--- src/rtl/led_scan_ctrl.sv ---
// led_scan_ctrl
// -------------
// Drives the select/enable pins of a 3-to-8 decoder so that the board LEDs
// show a moving one-hot pattern. An internal prescaler holds each address for
// exactly CLK_DIV clock cycles. Four scan modes are available: up-wrap,
// down-wrap, ping-pong and a single upward sweep that ends with a done pulse.
//
// Ports:
//   clk    in   system clock
//   rst_n  in   asynchronous active-low reset
//   start  in   level; begins a scan when idle (ignored while running)
//   stop   in   level; aborts a running scan, wins over stepping/completion
//   mode   in   00 up-wrap, 01 down-wrap, 10 ping-pong, 11 single sweep up
//   addr   out  decoder select (3-bit)
//   en     out  decoder enable, high while scanning
//   busy   out  high while scanning
//   done   out  one-cycle pulse when a single sweep completes

module led_scan_ctrl #(
    parameter int CLK_DIV = 50_000_000,
    parameter int CNT_W   = $clog2(CLK_DIV)
) (
    input  logic       clk,
    input  logic       rst_n,
    input  logic       start,
    input  logic       stop,
    input  logic [1:0] mode,
    output logic [2:0] addr,
    output logic       en,
    output logic       busy,
    output logic       done
);

    typedef enum logic {
        IDLE = 1'b0,
        RUN  = 1'b1
    } state_t;

    localparam logic [1:0] MODE_UP     = 2'b00;
    localparam logic [1:0] MODE_DOWN   = 2'b01;
    localparam logic [1:0] MODE_PING   = 2'b10;
    localparam logic [1:0] MODE_SINGLE = 2'b11;

    localparam logic DIR_UP   = 1'b0;
    localparam logic DIR_DOWN = 1'b1;

    localparam logic [CNT_W-1:0] PRESC_MAX = CNT_W'(CLK_DIV - 1);

    state_t             state_q, state_d;
    logic [2:0]         addr_q, addr_d;
    logic               done_q, done_d;
    logic [CNT_W-1:0]   presc_q, presc_d;
    logic               dir_q, dir_d;
    logic [1:0]         mode_q, mode_d;

    // State and datapath registers; reset acts immediately, without a clock.
    always_ff @(posedge clk or negedge rst_n) begin
        if (!rst_n) begin
            state_q <= IDLE;
            addr_q  <= 3'd0;
            done_q  <= 1'b0;
            presc_q <= '0;
            dir_q   <= DIR_UP;
            mode_q  <= MODE_UP;
        end else begin
            state_q <= state_d;
            addr_q  <= addr_d;
            done_q  <= done_d;
            presc_q <= presc_d;
            dir_q   <= dir_d;
            mode_q  <= mode_d;
        end
    end

    // Next-state logic. done defaults low so it can only ever pulse for a
    // single cycle. The mode is latched at start so that changes on the
    // switches during a scan have no effect.
    always_comb begin
        state_d = state_q;
        addr_d  = addr_q;
        done_d  = 1'b0;
        presc_d = presc_q;
        dir_d   = dir_q;
        mode_d  = mode_q;

        unique case (state_q)
            IDLE: begin
                if (start && !stop) begin
                    mode_d  = mode;
                    addr_d  = (mode == MODE_DOWN) ? 3'd7 : 3'd0;
                    dir_d   = (mode == MODE_DOWN) ? DIR_DOWN : DIR_UP;
                    presc_d = '0;
                    state_d = RUN;
                end
            end

            RUN: begin
                if (stop) begin
                    // Abort: address freezes where it is, no done pulse.
                    state_d = IDLE;
                    presc_d = '0;
                end else if (presc_q == PRESC_MAX) begin
                    presc_d = '0;
                    unique case (mode_q)
                        MODE_UP:   addr_d = addr_q + 3'd1;
                        MODE_DOWN: addr_d = addr_q - 3'd1;
                        MODE_PING: begin
                            // Direction flips on the step that lands on an
                            // endpoint, so each endpoint is shown only once.
                            if (dir_q == DIR_UP) begin
                                addr_d = addr_q + 3'd1;
                                if (addr_q == 3'd6) dir_d = DIR_DOWN;
                            end else begin
                                addr_d = addr_q - 3'd1;
                                if (addr_q == 3'd1) dir_d = DIR_UP;
                            end
                        end
                        MODE_SINGLE: begin
                            if (addr_q == 3'd7) begin
                                state_d = IDLE;
                                done_d  = 1'b1;
                            end else begin
                                addr_d = addr_q + 3'd1;
                            end
                        end
                        default: addr_d = addr_q;
                    endcase
                end else begin
                    presc_d = presc_q + CNT_W'(1);
                end
            end

            default: state_d = IDLE;
        endcase
    end

    // Outputs come straight from flops: en/busy are the state bit itself.
    always_comb begin
        addr = addr_q;
        en   = (state_q == RUN);
        busy = (state_q == RUN);
        done = done_q;
    end

endmodule
--- config.mk ---
export PLATFORM = sky130hd
export DESIGN_NAME = led_scan_ctrl
export DESIGN_NICKNAME = d
export VERILOG_FILES = /design/src/rtl/led_scan_ctrl.sv
export SDC_FILE = /design/constraint.sdc
export NUM_CORES = 1
export LEC_CHECK = 0
export BUFFER_PORTS_ARGS = -buffer_cell sky130_fd_sc_hd__clkbuf_2
export CORE_MARGIN = 2
export CORE_UTILIZATION = 60
export CTS_CLUSTER_SIZE = 25
export DETAILED_ROUTE_END_ITERATION = 10
export PLACE_DENSITY = 0.86
export SLEW_MARGIN = 10
export SYNTH_ARGS = -nofsm -noshare
export SYNTH_HDL_FRONTEND = slang
export SYNTH_SLANG_ARGS = --single-unit
--- constraint.sdc ---
create_clock -name clk -period 3.2 [get_ports clk]
set_input_delay 0.16 -clock clk [delete_from_list [all_inputs] [get_ports clk]]
set_output_delay 0.16 -clock clk [all_outputs]
set_load 0.02 [all_outputs]
# Yosys cells after proc, flatten, opt, wreduce, memory -nomap -nowiden
# Index checks and enable logic that the tools add are counted.
# Widths: inputs -> output; s select.
# classes
n_eq_ne	13
n_addsub	3
n_reduce_logical	6
bitwise_logic	1
n_mux	32
# op_table
operator	count
$mux 26	3
$pmux 26 s2	1
$add 26x1->26 const B	1
$eq 26x26->1 const B	1
$mux 1	18
$mux 3	6
$pmux 3 s4	1
$reduce_and 4->1	2
$eq 3x3->1 const B	2
$pmux 3 s2	1
$eq 2x1->1 const B	2
$eq 2x2->1 const B	2
$ne 2x1->1 const B	2
$ne 2x2->1 const B	2
$pmux 1 s2	2
$add 3x1->3 const B	1
$eq 3x1->1 const B	1
$ne 3x3->1 const B	1
$sub 3x1->3 const B	1
$logic_not 2->1	1
$reduce_and 2->1	1
$logic_and 1x1->1	1
$logic_not 1->1	1
$not 1->1	1
# totals
out_inout_bits	6
regBits	34
wordCells	61
inputBits	6

# Depth between registers and ports, before layout
# depth
ltp_word	7
ltp_mapped	9
mapped_depth_nobuf	7

# Worst setup path before layout
# OpenSTA, ideal clock, no wires.
# synth_path
path_type	register -> register
from	register presc_q[10]
to	register presc_q[19]
slack_ns	1.196
path_buffers	2
required_time_ns	3.079
arrival_ns	1.883
synth_period_minus_slack_ns	2.004
setup_ns	0.121
stages_incl_launch_ff	8
cell_sequence	dfrtp_1 or4b_4 nor4_4 a21oi_2 buf_6 buf_2 a31oi_1 nor2_1
# synth_via
elab_chain_len	4
word_cells_on_any_way	5
cone_classes	1 x add/sub; 1 x eq/ne; 3 x mux
# synth_lines
element	line_no	source
from (decl)	52	logic [CNT_W-1:0] presc_q, presc_d;
from (signal assigned)	69	presc_q <= presc_d;
$add 26x1->26 / $eq 26x26->1 (equally long branches)	129, 102	
$mux 26 (*)	102	end else if (presc_q == PRESC_MAX) begin
$mux 26 (*)	98	if (stop) begin
$pmux 26 s2 (*)	86	unique case (state_q)
# Every way passes the cells marked *; elsewhere a longest branch is shown, timed or not.
# A chain may end at the register's enable or synchronous reset.

# Worst setup path after layout
# layout_path
from	register presc_q[10]
to	register presc_q[11]
# Same word-level chain as after synthesis.

==> out/metrics.csv <==
stage,metric,value,unit
placement,routabilityCongestion,0.887,
timing,finalWorstSetupSlack,868,ps
logic_synthesis,yosysMostFrequentCell,dfrtp_1,
placement,port_buffers,11,
floorplanning,die_area,3950,um^2
setup_path,critPathRequiredTime,3410,ps
timing,fin_crit_sh,72.9,%
setup_path,rr_worst_depth,6,
setup_path,cp-end-kind,register,
global_routing,grt-ovfl-total,0,
worst_hold_path,hold_start,mode[1],
timing,skew,8.34,ps
setup_path,r2r_start,presc_q[10],
timing,max_slew.worst_pin.slew,831,ps
routing,wire_per_inst,16.2,um
logic_synthesis,yosys.area.top_type,dfrtp_1,
floorplanning,die_x,62.9,um
outcome,status,"finished, final reports clean",
logic_synthesis,synth-edff-count,0,
worst_hold_path,whs_path_depth,3,
floorplanning,initial_core_util,62.3,%
floorplanning,ios,12,
finish,n_antenna_cell,0,
clock_tree,cts_resized,0,
finish,multi_input_area,1130,um^2
global_routing,grt_pass1_vias,1696,
global_routing,antenna_found_initial,0,
floorplanning,die_h,62.9,um
worst_hold_path,hp-class,input port to register,
logic_synthesis,synth-main-ff-cell,dfrtp_1,
logic_synthesis,syn_nets,247,
floorplanning,core-area,3340,um^2
logic_synthesis,synth_cells,232,
timing,max_slew_margin,44.6,%
floorplanning,rows,21,
pwr,ir_drop,0.299,mV
clock_tree,cts_setup_buffers,0,
setup_path,r2r_end,presc_q[11],
global_routing,grt_pass1_wl,8.06,mm
placement,post_dp_cell_area,2140,um^2
logic_synthesis,ys_seq_elements,34,
clock_tree,cts_buffer_depth,2,
global_routing,grtUsageMet1,35.3,%
timing,fin_crit,2330,ps
clock_tree,clock-sinks,34,
finish,final_layout_size_suffix_gt1_share,10.8,%
finish,design_area,2200,um^2
routing,dr.pass1.iters,5,
setup_path,crit_type,register to register,
routing,routed-via-count,1863,
flow_run,max_cap_viol_count,0,
clock_tree,cts_tree,done,
global_routing,grt_start_max_net_pins,35,
logic_synthesis,yosysSeqAreaShare,40.9,%
routing,drtIter0Drc,228,
global_routing,busiest_layer,met2,
clock_tree,cts_buffers,5,
logic_synthesis,synth_cell_types,49,
setup_path,start_kind,register,
logic_synthesis,netlist.area_leader.share,40.9,%
logic_synthesis,syn_area_per_cell,8.96,um^2
timing,hold_viol_final,0,
clock_tree,cts_max_level,2,
global_routing,grtUsageTotal,25.9,%
setup_path,r2r_slack,870,ps
logic_synthesis,netlist_top_cells_area,"dfrtp_1 41%, a31oi_1 6.0%, ha_1 5.4%",
finish,syn_to_final_growth,5.90,%
setup_path,crit_fanout,23,
clock_tree,worstSkewPairLatency,340,ps
finish,utilization,66.0,%
finish,fill_cells,286,
timing,setup_violations,0,
pwr,p_total,874,uW
pwr,p_per_area,397,nW/um^2
logic_synthesis,yosys-top-cells-count,"34 x dfrtp_1, 24 x nand2_1, 20 x a31oi_1",
clock_tree,root_buffer,clkbuf_4,
routing,drt-total-wl,4.65,mm
timing,slew_violations,0,
logic_synthesis,yosys_warnings,0,
pwr,p_leak,0.930,nW
worst_hold_path,min_delay_worst_endpoint,mode_q[1],
setup_path,arrival,2550,ps
routing,drc,0,
logic_synthesis,netlist_area,2080,um^2
routing,drt-vias-per-instance,6.51,
timing,fin_setup_tns,0,ps
setup_path,setup.worst_path.start,presc_q[10],
placement,place_ws,859,ps
timing,rsz0062_at_grt,false,
placement,dp_hpwl,3.21,mm
timing,max_freq,429,MHz
finish,final_nets,256,
global_routing,use_met3,5.77,%
routing,final_antenna_net_count,0,
clock_tree,clk_pin_slew,100,ps
finish,ff_latch_area,851,um^2
logic_synthesis,synth-async-reset-ratio,100,%
global_routing,use_met2,39.9,%
[cell usage in the layout, fill, tap and decap left out, types with 2 or more instances in the layout]
cell type  Yosys  final
and3_1         4      4
nand3_1       17     17
clkbuf_4       0      5
o21bai_1       2      2
clkbuf_2       0     11
nor3_1         3      3
ha_1           9      9
nand2b_1       5      5
nand2_1       24     24
a21oi_1       16     16
dfrtp_1       34     34
a41oi_1        5      5
nor2b_1        3      3
o21ai_0       15     15
nor2_1         9      9
inv_1          8      8
or3_1          2      2
a21o_1         3      3
and4_1         5      5
and2_1         2      2
buf_4          1      2
o31ai_1        3      3
a31oi_1       20     20
a2bb2oi_1      2      2
nand4_1        7      7
[cells by family after synthesis]
logic type	synth area share, %
flip-flops	40.9
AO/OA/AOI/OAI	24.2
AND/OR/NAND/NOR	23.9
XOR/XNOR	0.421
multiplexers	0.481
adder cells (fa/ha/maj)	5.42
buffers and inverters	4.63
[repair_timing]
| action | 4_1_cts | 5_1_grt |
|---|---|---|
| hold endpoints to repair | 34 | 0 |
| hold buffers | 1 | 0 |
| setup endpoints to repair | 0 | 0 |
[sequential cells by signal (all words and copies together) (netlist names)]
signal	cells
addr	3
done	1
dir_q	1
presc_q	26
mode_q	2
busy	1
[layer usage]
metal  vias up  wire length [um]
li1        893                 -
met1       880              2040
met2        85              2230
met3         5               319
met4         0                61
met5         -                 0
[stage by stage]
stage | hold slack (ps) | std cells
CTS | 47.5 | 286
global placement | 295 | 279
global route | 54.6 | 286
finish | 55.3 | 286
detailed placement | 299 | 279
floorplan | -136 | 232
[worst max-delay path, cell delays in order, from the launching register on]
cell,delay [ps]
dfrtp_1,450
or4b_4,580
nor4_4,360
a21oi_2,250
buf_4,280
a41oi_1,230
a31oi_1,60
[cell type report]
| type | count | share of cell area (%) |
|---|---|---|
| well taps | 46 | 2.61 |
| clock buffers | 6 | 2.33 |
| repair buffers | 14 | 3.64 |
| flip-flops and latches | 34 | 38.6 |
| inverters | 8 | 1.36 |
| multi-input cells | 178 | 51.4 |
[power by group]
| group | internal, mW | switching [mW] | total (mW) |
|---|---|---|---|
| registers | 0.453 | 0.0336 | 0.487 |
| logic | 0.0614 | 0.0906 | 0.152 |
| clock network | 0.0990 | 0.137 | 0.236 |
[how the worst max path moves through the flow]
stage | depth (start not counted) | end | slack, ps
2_1_floorplan | 7 | presc_q[19] | 1200
3_3_place_gp | 6 | presc_q[11] | 960
3_5_place_dp | 6 | presc_q[11] | 860
4_1_cts | 6 | presc_q[11] | 850
5_1_grt | 6 | presc_q[13] | 700
6_report | 6 | presc_q[11] | 870
No activity file was read; power rests on OpenSTA's default activity.
